### config.mk
export PLATFORM = sky130hd
export DESIGN_NAME = camera_capture_rgb444_flat
export DESIGN_NICKNAME = d
export VERILOG_FILES = /design/src/rtl/camera_capture_rgb444_if.sv /design/src/rtl/camera_capture_rgb444.sv /design/src/flat_wrapper.sv
export SDC_FILE = /design/constraint.sdc
export NUM_CORES = 1
export LEC_CHECK = 0
export ABC_AREA = 0
export ABC_CLOCK_PERIOD_IN_PS = 2300
export CORE_MARGIN = 2
export CORE_UTILIZATION = 53
export DETAILED_ROUTE_END_ITERATION = 10
export PLACE_DENSITY = 0.79
export SLEW_MARGIN = 20
export SYNTH_ARGS = -nofsm -noshare
export SYNTH_HDL_FRONTEND = slang
export SYNTH_SLANG_ARGS = --single-unit
### constraint.sdc
create_clock -name piul1Clock -period 2.3 [get_ports piul1Clock]
set_clock_uncertainty 0.2 [all_clocks]
set_input_delay 0.69 -clock piul1Clock [delete_from_list [all_inputs] [get_ports piul1Clock]]
set_output_delay 0.69 -clock piul1Clock [all_outputs]
set_load 0.03 [all_outputs]
### src/rtl/camera_capture_rgb444_if.sv
// DrawPoint write port: one registered point (X, Y, RGB12) per Update strobe.
interface camera_capture_rgb444_if;
  logic        poul1Update;
  logic [8:0]  poul9PosX;
  logic [8:0]  poul9PosY;
  logic [11:0] poul12Rgb12Data;

  modport master (output poul1Update, poul9PosX, poul9PosY, poul12Rgb12Data);
  modport slave  (input  poul1Update, poul9PosX, poul9PosY, poul12Rgb12Data);
endinterface

### src/rtl/camera_capture_rgb444.sv
// Camera RGB444 byte-stream capture with 2^DECIM_LOG2 decimation per axis,
// emitting frame-buffer write points in the camera pixel-clock domain.
module camera_capture_rgb444 #(
  parameter int SRC_H_RES  = 640,
  parameter int SRC_V_RES  = 480,
  parameter int DECIM_LOG2 = 1
) (
  input  logic                           piul1Clock,
  input  logic                           piul1Reset_n,
  input  logic                           piul1Enable,
  input  logic                           piul1CamVSync,
  input  logic                           piul1CamHRef,
  input  logic [7:0]                     piul8CamData,
  camera_capture_rgb444_if.master        point_if,
  output logic                           poul1FrameDone,
  output logic                           poul1Busy,
  output logic                           poul1LineError
);

  localparam logic [1:0] ST_IDLE     = 2'd0;
  localparam logic [1:0] ST_ARM      = 2'd1;
  localparam logic [1:0] ST_WAIT_END = 2'd2;
  localparam logic [1:0] ST_CAPTURE  = 2'd3;

  localparam logic [9:0] H_LIM    = 10'(SRC_H_RES);
  localparam logic [9:0] V_LIM    = 10'(SRC_V_RES);
  localparam logic [9:0] DEC_MASK = 10'((1 << DECIM_LOG2) - 1);

  logic [1:0]  state_q, state_d;
  logic        phase_q, phase_d;
  logic [9:0]  col_q, col_d;
  logic [9:0]  line_q, line_d;
  logic [3:0]  red_q, red_d;
  logic        href_q, vsync_q;
  logic        upd_q, upd_d;
  logic [8:0]  x_q, x_d;
  logic [8:0]  y_q, y_d;
  logic [11:0] rgb_q, rgb_d;
  logic        fd_q, fd_d;
  logic        err_q, err_d;

  logic [9:0]  col_inc, line_inc;
  logic        keep;

  always_comb begin
    // Counters hold at all-ones so an overlong frame never aliases onto row/column 0.
    col_inc  = (col_q == '1) ? col_q : col_q + 10'd1;
    line_inc = (line_q == '1) ? line_q : line_q + 10'd1;
    keep     = ((col_q & DEC_MASK) == '0) && ((line_q & DEC_MASK) == '0) &&
               (col_q < H_LIM) && (line_q < V_LIM);

    state_d = state_q;
    phase_d = phase_q;
    col_d   = col_q;
    line_d  = line_q;
    red_d   = red_q;
    upd_d   = 1'b0;
    x_d     = x_q;
    y_d     = y_q;
    rgb_d   = rgb_q;
    fd_d    = 1'b0;
    err_d   = err_q;

    case (state_q)
      ST_IDLE: begin
        phase_d = 1'b0;
        if (piul1Enable) state_d = ST_ARM;
      end
      ST_ARM: begin
        phase_d = 1'b0;
        if (piul1CamVSync) state_d = ST_WAIT_END;
      end
      ST_WAIT_END: begin
        phase_d = 1'b0;
        if (vsync_q && !piul1CamVSync) begin
          state_d = ST_CAPTURE;
          col_d   = '0;
          line_d  = '0;
          err_d   = 1'b0;
        end
      end
      ST_CAPTURE: begin
        if (piul1CamVSync) begin
          // Frame end wins over any line activity; a half-received pair is dropped.
          fd_d    = 1'b1;
          phase_d = 1'b0;
          state_d = piul1Enable ? ST_WAIT_END : ST_IDLE;
        end else if (piul1CamHRef) begin
          if (!href_q && (line_q >= V_LIM)) err_d = 1'b1;
          if (!phase_q) begin
            red_d   = piul8CamData[3:0];
            phase_d = 1'b1;
          end else begin
            phase_d = 1'b0;
            col_d   = col_inc;
            if (keep) begin
              upd_d = 1'b1;
              x_d   = 9'(col_q >> DECIM_LOG2);
              y_d   = 9'(line_q >> DECIM_LOG2);
              rgb_d = {red_q, piul8CamData};
            end
          end
        end else begin
          phase_d = 1'b0;
          if (href_q) begin
            line_d = line_inc;
            col_d  = '0;
            if (phase_q || (col_q != H_LIM)) err_d = 1'b1;
          end
        end
      end
      default: state_d = ST_IDLE;
    endcase
  end

  always_ff @(posedge piul1Clock or negedge piul1Reset_n) begin
    if (!piul1Reset_n) begin
      state_q <= ST_IDLE;
      phase_q <= 1'b0;
      col_q   <= '0;
      line_q  <= '0;
      red_q   <= '0;
      href_q  <= 1'b0;
      vsync_q <= 1'b0;
      upd_q   <= 1'b0;
      x_q     <= '0;
      y_q     <= '0;
      rgb_q   <= '0;
      fd_q    <= 1'b0;
      err_q   <= 1'b0;
    end else begin
      state_q <= state_d;
      phase_q <= phase_d;
      col_q   <= col_d;
      line_q  <= line_d;
      red_q   <= red_d;
      href_q  <= piul1CamHRef;
      vsync_q <= piul1CamVSync;
      upd_q   <= upd_d;
      x_q     <= x_d;
      y_q     <= y_d;
      rgb_q   <= rgb_d;
      fd_q    <= fd_d;
      err_q   <= err_d;
    end
  end

  assign point_if.poul1Update     = upd_q;
  assign point_if.poul9PosX       = x_q;
  assign point_if.poul9PosY       = y_q;
  assign point_if.poul12Rgb12Data = rgb_q;
  assign poul1FrameDone           = fd_q;
  assign poul1Busy                = (state_q != ST_IDLE);
  assign poul1LineError           = err_q;

endmodule

### src/flat_wrapper.sv
// flat-port wrapper written by rule: the top's interface ports become plain ports
module camera_capture_rgb444_flat 
#(
  parameter int SRC_H_RES  = 640,
  parameter int SRC_V_RES  = 480,
  parameter int DECIM_LOG2 = 1
)
  (piul1Clock, piul1Reset_n, piul1Enable, piul1CamVSync, piul1CamHRef, piul8CamData, poul1FrameDone, poul1Busy, poul1LineError, point_if_poul1Update, point_if_poul9PosX, point_if_poul9PosY, point_if_poul12Rgb12Data);
  camera_capture_rgb444_if point_if_i ();
  input  logic piul1Clock;
  input  logic piul1Reset_n;
  input  logic piul1Enable;
  input  logic piul1CamVSync;
  input  logic piul1CamHRef;
  input  logic [7:0] piul8CamData;
  output logic poul1FrameDone;
  output logic poul1Busy;
  output logic poul1LineError;
  output wire logic [$bits(point_if_i.poul1Update)-1:0] point_if_poul1Update;
  output wire logic [$bits(point_if_i.poul9PosX)-1:0] point_if_poul9PosX;
  output wire logic [$bits(point_if_i.poul9PosY)-1:0] point_if_poul9PosY;
  output wire logic [$bits(point_if_i.poul12Rgb12Data)-1:0] point_if_poul12Rgb12Data;
  assign point_if_poul1Update = point_if_i.poul1Update;
  assign point_if_poul9PosX = point_if_i.poul9PosX;
  assign point_if_poul9PosY = point_if_i.poul9PosY;
  assign point_if_poul12Rgb12Data = point_if_i.poul12Rgb12Data;
  camera_capture_rgb444 #(.SRC_H_RES(SRC_H_RES), .SRC_V_RES(SRC_V_RES), .DECIM_LOG2(DECIM_LOG2)) u_core (.piul1Clock(piul1Clock), .piul1Reset_n(piul1Reset_n), .piul1Enable(piul1Enable), .piul1CamVSync(piul1CamVSync), .piul1CamHRef(piul1CamHRef), .piul8CamData(piul8CamData), .point_if(point_if_i), .poul1FrameDone(poul1FrameDone), .poul1Busy(poul1Busy), .poul1LineError(poul1LineError));
endmodule
==> summary.txt <==
Drt
  – Wirelength per Cell: 17.42 µm
  – # DRC: 0
  – Drt pass-1 iters: 4
  – Via/cell ratio: 5.927
  – Total number of vias: 2347
  – WL final: 6897 µm
  – Drt initial violations: 252
  – Antenna Nets Post-Route: 0

Placement
  – Placed cell count: 375
  – IO Port Bufs: 46
  – Final Wtd Congestion: 0.8715
  – Post-DP HPWL: 4583 µm

GRT
  – Total track usage: 24.69%
  – GR Util met2: 39.91%
  – Gr ovfl total: 0
  – First-pass GRT wire length: 11410 µm
  – Initial antenna violation count: 0
  – Largest net degree at the start of global routing: 28
  – Vias in the first global route: 2325
  – Met1 Track Usage GR: 31.20%
  – Grt met3 use: 4.651%
  – GRT busiest layer: met2

Critical path
  – Worst R2R Start: u_core.col_q[8]
  – Worst setup EP type: output pin
  – Worst path required time: 1.41 ns
  – Crit-path slowest cell: clkdlybuf4s50_1
  – R2R setup slack: 0.13 ns
  – Critical Path AT: 1.37 ns
  – Reg2Reg Depth: 6
  – Critical path buffers and inverters: 1
  – CP Class: reg2out
  – FF-to-FF End: u_core.point_if.poul9PosX[6]
  – Worst path top cell family by delay: buffers and inverters
  – Worst path cell trace: clkdlybuf4s50_1
  – Max FO, Critical Path: 2
  – Startpoint Class: register
  – Delay of the slowest critical-path stage: 0.68 ns

Power
  – Worst VDD drop: 0.5957 mV
  – Pleak: 1.860 nW
  – Cell Pwr Density: 829.0 nW/µm²

Layout
  – Area growth syn-to-layout: 36.15%
  – Share of cells above drive strength 1: 27.30%
  – ANT cells: 0
  – Finished Core Util: 75.87%
  – Fin nets: 339
  – Non-filler instance count after layout: 396

Worst hold path
  – Min-delay worst type: in2async

Logic synthesis
  – Mean post-synth cell area: 12.03 µm²
  – Mapped Area: 2900 µm²
  – Synth Instances: 241
  – Post-Syn Nets: 258
  – Yosys cell types: 51
  – Ys flop type: dfrtp_1
  – Asr flop ratio synth: 100.0%
  – Number of synthesized flops with an enable pin: 0
  – Register bit total from synthesis: 62
  – Register area share after synthesis: 53.49%
  – Ys Warns: 0

Timing
  – F_max: 442.8 MHz
  – Setup tns final: 0 ns
  – Least-Margin Pin Slew: 0.5284 ns
  – Tcrit/Tclk final: 98.18%
  – Final Hold Violating Endpoints: 0
  – Slew Limit Fails: 0
  – RSZ-0062 raised after global routing: no
  – Slew headroom: 63.86%
  – # setup viols final: 0
  – Minimum clock period: 2.258 ns

Floorplanning
  – Horiz. Die Dim: 77.98 µm
  – Starting density of the core: 55.72%
  – Die Y-Extent: 77.98 µm
  – DIE AREA: 6080 µm²
  – IO Count: 47
  – Core Area: 5205 µm²
  – FP Rows: 26

Job
  – Max-cap violation count: 0

Clocking
  – Hold-fix buffers, CTS: 0
  – Clk buf depth: 2
  – Clock sink count: 62
  – Max H-tree Level: 3
  – TritonCTS buffer count: 9
  – Clk slew on worst S/H paths: 0.07 ns
  – Later-pin clock latency in the skew report: 0.34 ns
  – CTS tree: yes
  – Root buf cell: clkbuf_8

Status
  – Status: completed
cells in the mapped netlist (2+ instances only):
| cell type | count | share of area (%) |
|---|---|---|
| a21oi_1 | 6 | 1.0 |
| o211a_1 | 2 | 0.69 |
| nor3_1 | 3 | 0.52 |
| o21ai_0 | 9 | 1.6 |
| dfrtp_1 | 62 | 53 |
| a41oi_1 | 2 | 0.60 |
| nand3_1 | 12 | 2.1 |
| nand4_1 | 4 | 0.86 |
| o31ai_1 | 11 | 2.8 |
| nand2b_1 | 3 | 0.65 |
| o41ai_1 | 4 | 1.2 |
| or4_1 | 3 | 0.78 |
| ha_1 | 4 | 1.7 |
| o31a_1 | 2 | 0.60 |
| nor2_1 | 6 | 0.78 |
| o311ai_0 | 2 | 0.60 |
| a22o_1 | 2 | 0.60 |
| nand4b_1 | 2 | 0.60 |
| o211ai_1 | 2 | 0.52 |
| inv_1 | 9 | 1.2 |
| buf_6 | 3 | 1.2 |
| nor2b_1 | 2 | 0.43 |
| and3_1 | 5 | 1.1 |
| nand2_1 | 11 | 1.4 |
| and4_1 | 5 | 1.5 |
| buf_2 | 5 | 0.86 |
| a2111oi_0 | 2 | 0.60 |
| a31oi_1 | 3 | 0.65 |
| mux2_2 | 33 | 13 |
cell families (layout without fill, tap and decap cells):
| group | Yosys count | after routing | synth area share [%] |
|---|---|---|---|
| buf+inv | 18 | 103 | 3.321 |
| mux | 35 | 35 | 13.55 |
| simple gates | 66 | 66 | 13.93 |
| fa+ha+maj | 4 | 4 | 1.726 |
| flops | 62 | 62 | 53.49 |
| compound gates | 56 | 56 | 13.98 |
metal layers:
layer / vias up / share of wire (%)
met5: - / 0
met4: 0 / 2.3
met3: 15 / 5.4
met2: 75 / 50
met1: 1165 / 42
li1: 1092 / -
sequential cells by signal, indices dropped and copies added (netlist names):
name                             cells
u_core.point_if.poul12Rgb12Data     12
u_core.col_q                        10
u_core.line_q                       10
u_core.point_if.poul9PosX            9
u_core.point_if.poul9PosY            9
u_core.red_q                         4
u_core.state_q                       2
u_core.href_q                        1
u_core.phase_q                       1
u_core.point_if.poul1Update          1
u_core.poul1FrameDone                1
u_core.poul1LineError                1
u_core.vsync_q                       1
layout by cell type (no fill, tap or decap), types with 3 or more instances in the layout:
master	netlist	layout
nand4_1	4	4
clkbuf_8	0	11
buf_4	0	29
mux2_2	33	33
and3_1	5	5
ha_1	4	4
nor3_1	3	3
dlymetal6s2s_1	0	5
or4_1	3	3
clkdlybuf4s50_1	0	37
a21oi_1	6	6
o41ai_1	4	3
nand2b_1	3	3
nor2_1	6	6
and4_1	5	5
nand2_1	11	10
o21ai_0	9	9
o31ai_1	11	11
dfrtp_1	62	62
nand3_1	12	12
inv_1	9	9
a31oi_1	3	3
stage by stage:
step | total power [W] | setup slack [ns] | instance area [µm²] | hold WS, ns
after global placement | 0.002173 | -0.3697 | 3608 | 0.2737
after global routing | 0.003415 | 0.0007551 | 3949 | 0.1156
after detailed placement | 0.002200 | -0.4355 | 3608 | 0.2784
after CTS | 0.003278 | 0.008297 | 3933 | 0.1020
final | 0.003274 | 0.04179 | 3949 | 0.08685
after floorplan | 0.001815 | 0.1463 | 2900 | 0.1944
worst max path at each step:
stage | start | endpoint | slack [ns] | cells past startpoint
3_3_place_gp | piul1CamHRef | u_core.line_q[9] | -0.37 | 7
3_5_place_dp | piul1CamHRef | u_core.point_if.poul9PosX[1] | -0.44 | 6
6_report | u_core.point_if.poul9PosY[5] | point_if_poul9PosY[5] | 0.04 | 1
4_1_cts | u_core.point_if.poul9PosY[0] | point_if_poul9PosY[0] | 0.008 | 1
5_1_grt | u_core.point_if.poul12Rgb12Data[11] | point_if_poul12Rgb12Data[11] | 0.0008 | 1
2_1_floorplan | piul1CamVSync | u_core.point_if.poul12Rgb12Data[6] | 0.15 | 5
repair_timing:
action / CTS / global route
endpoints found under the setup margin: 32 / 23
gates cloned: 2 / 0
setup buffers: 4 / 0
pin swaps: 2 / 1
resized for setup: 7 / 8
report_power, final:
part / leakage, nW / internal, W / switching, W
sequential: 0.841 / 0.00123 / 0.0000844
combinational: 0.910 / 0.000399 / 0.000482
clock: 0.109 / 0.000664 / 0.000416
area by class of cell:
| type | instances | area, µm² |
|---|---|---|
| flip-flops and latches | 62 | 1551 |
| repair buffers | 79 | 778.2 |
| multi-input cells | 161 | 1275 |
| well taps | 70 | 87.58 |
| fillers | 371 | 1256 |
| clock inverters | 3 | 67.56 |
| inverters | 9 | 33.78 |
| clock buffers | 12 | 155.1 |
No activity file was read; power rests on OpenSTA's default activity.
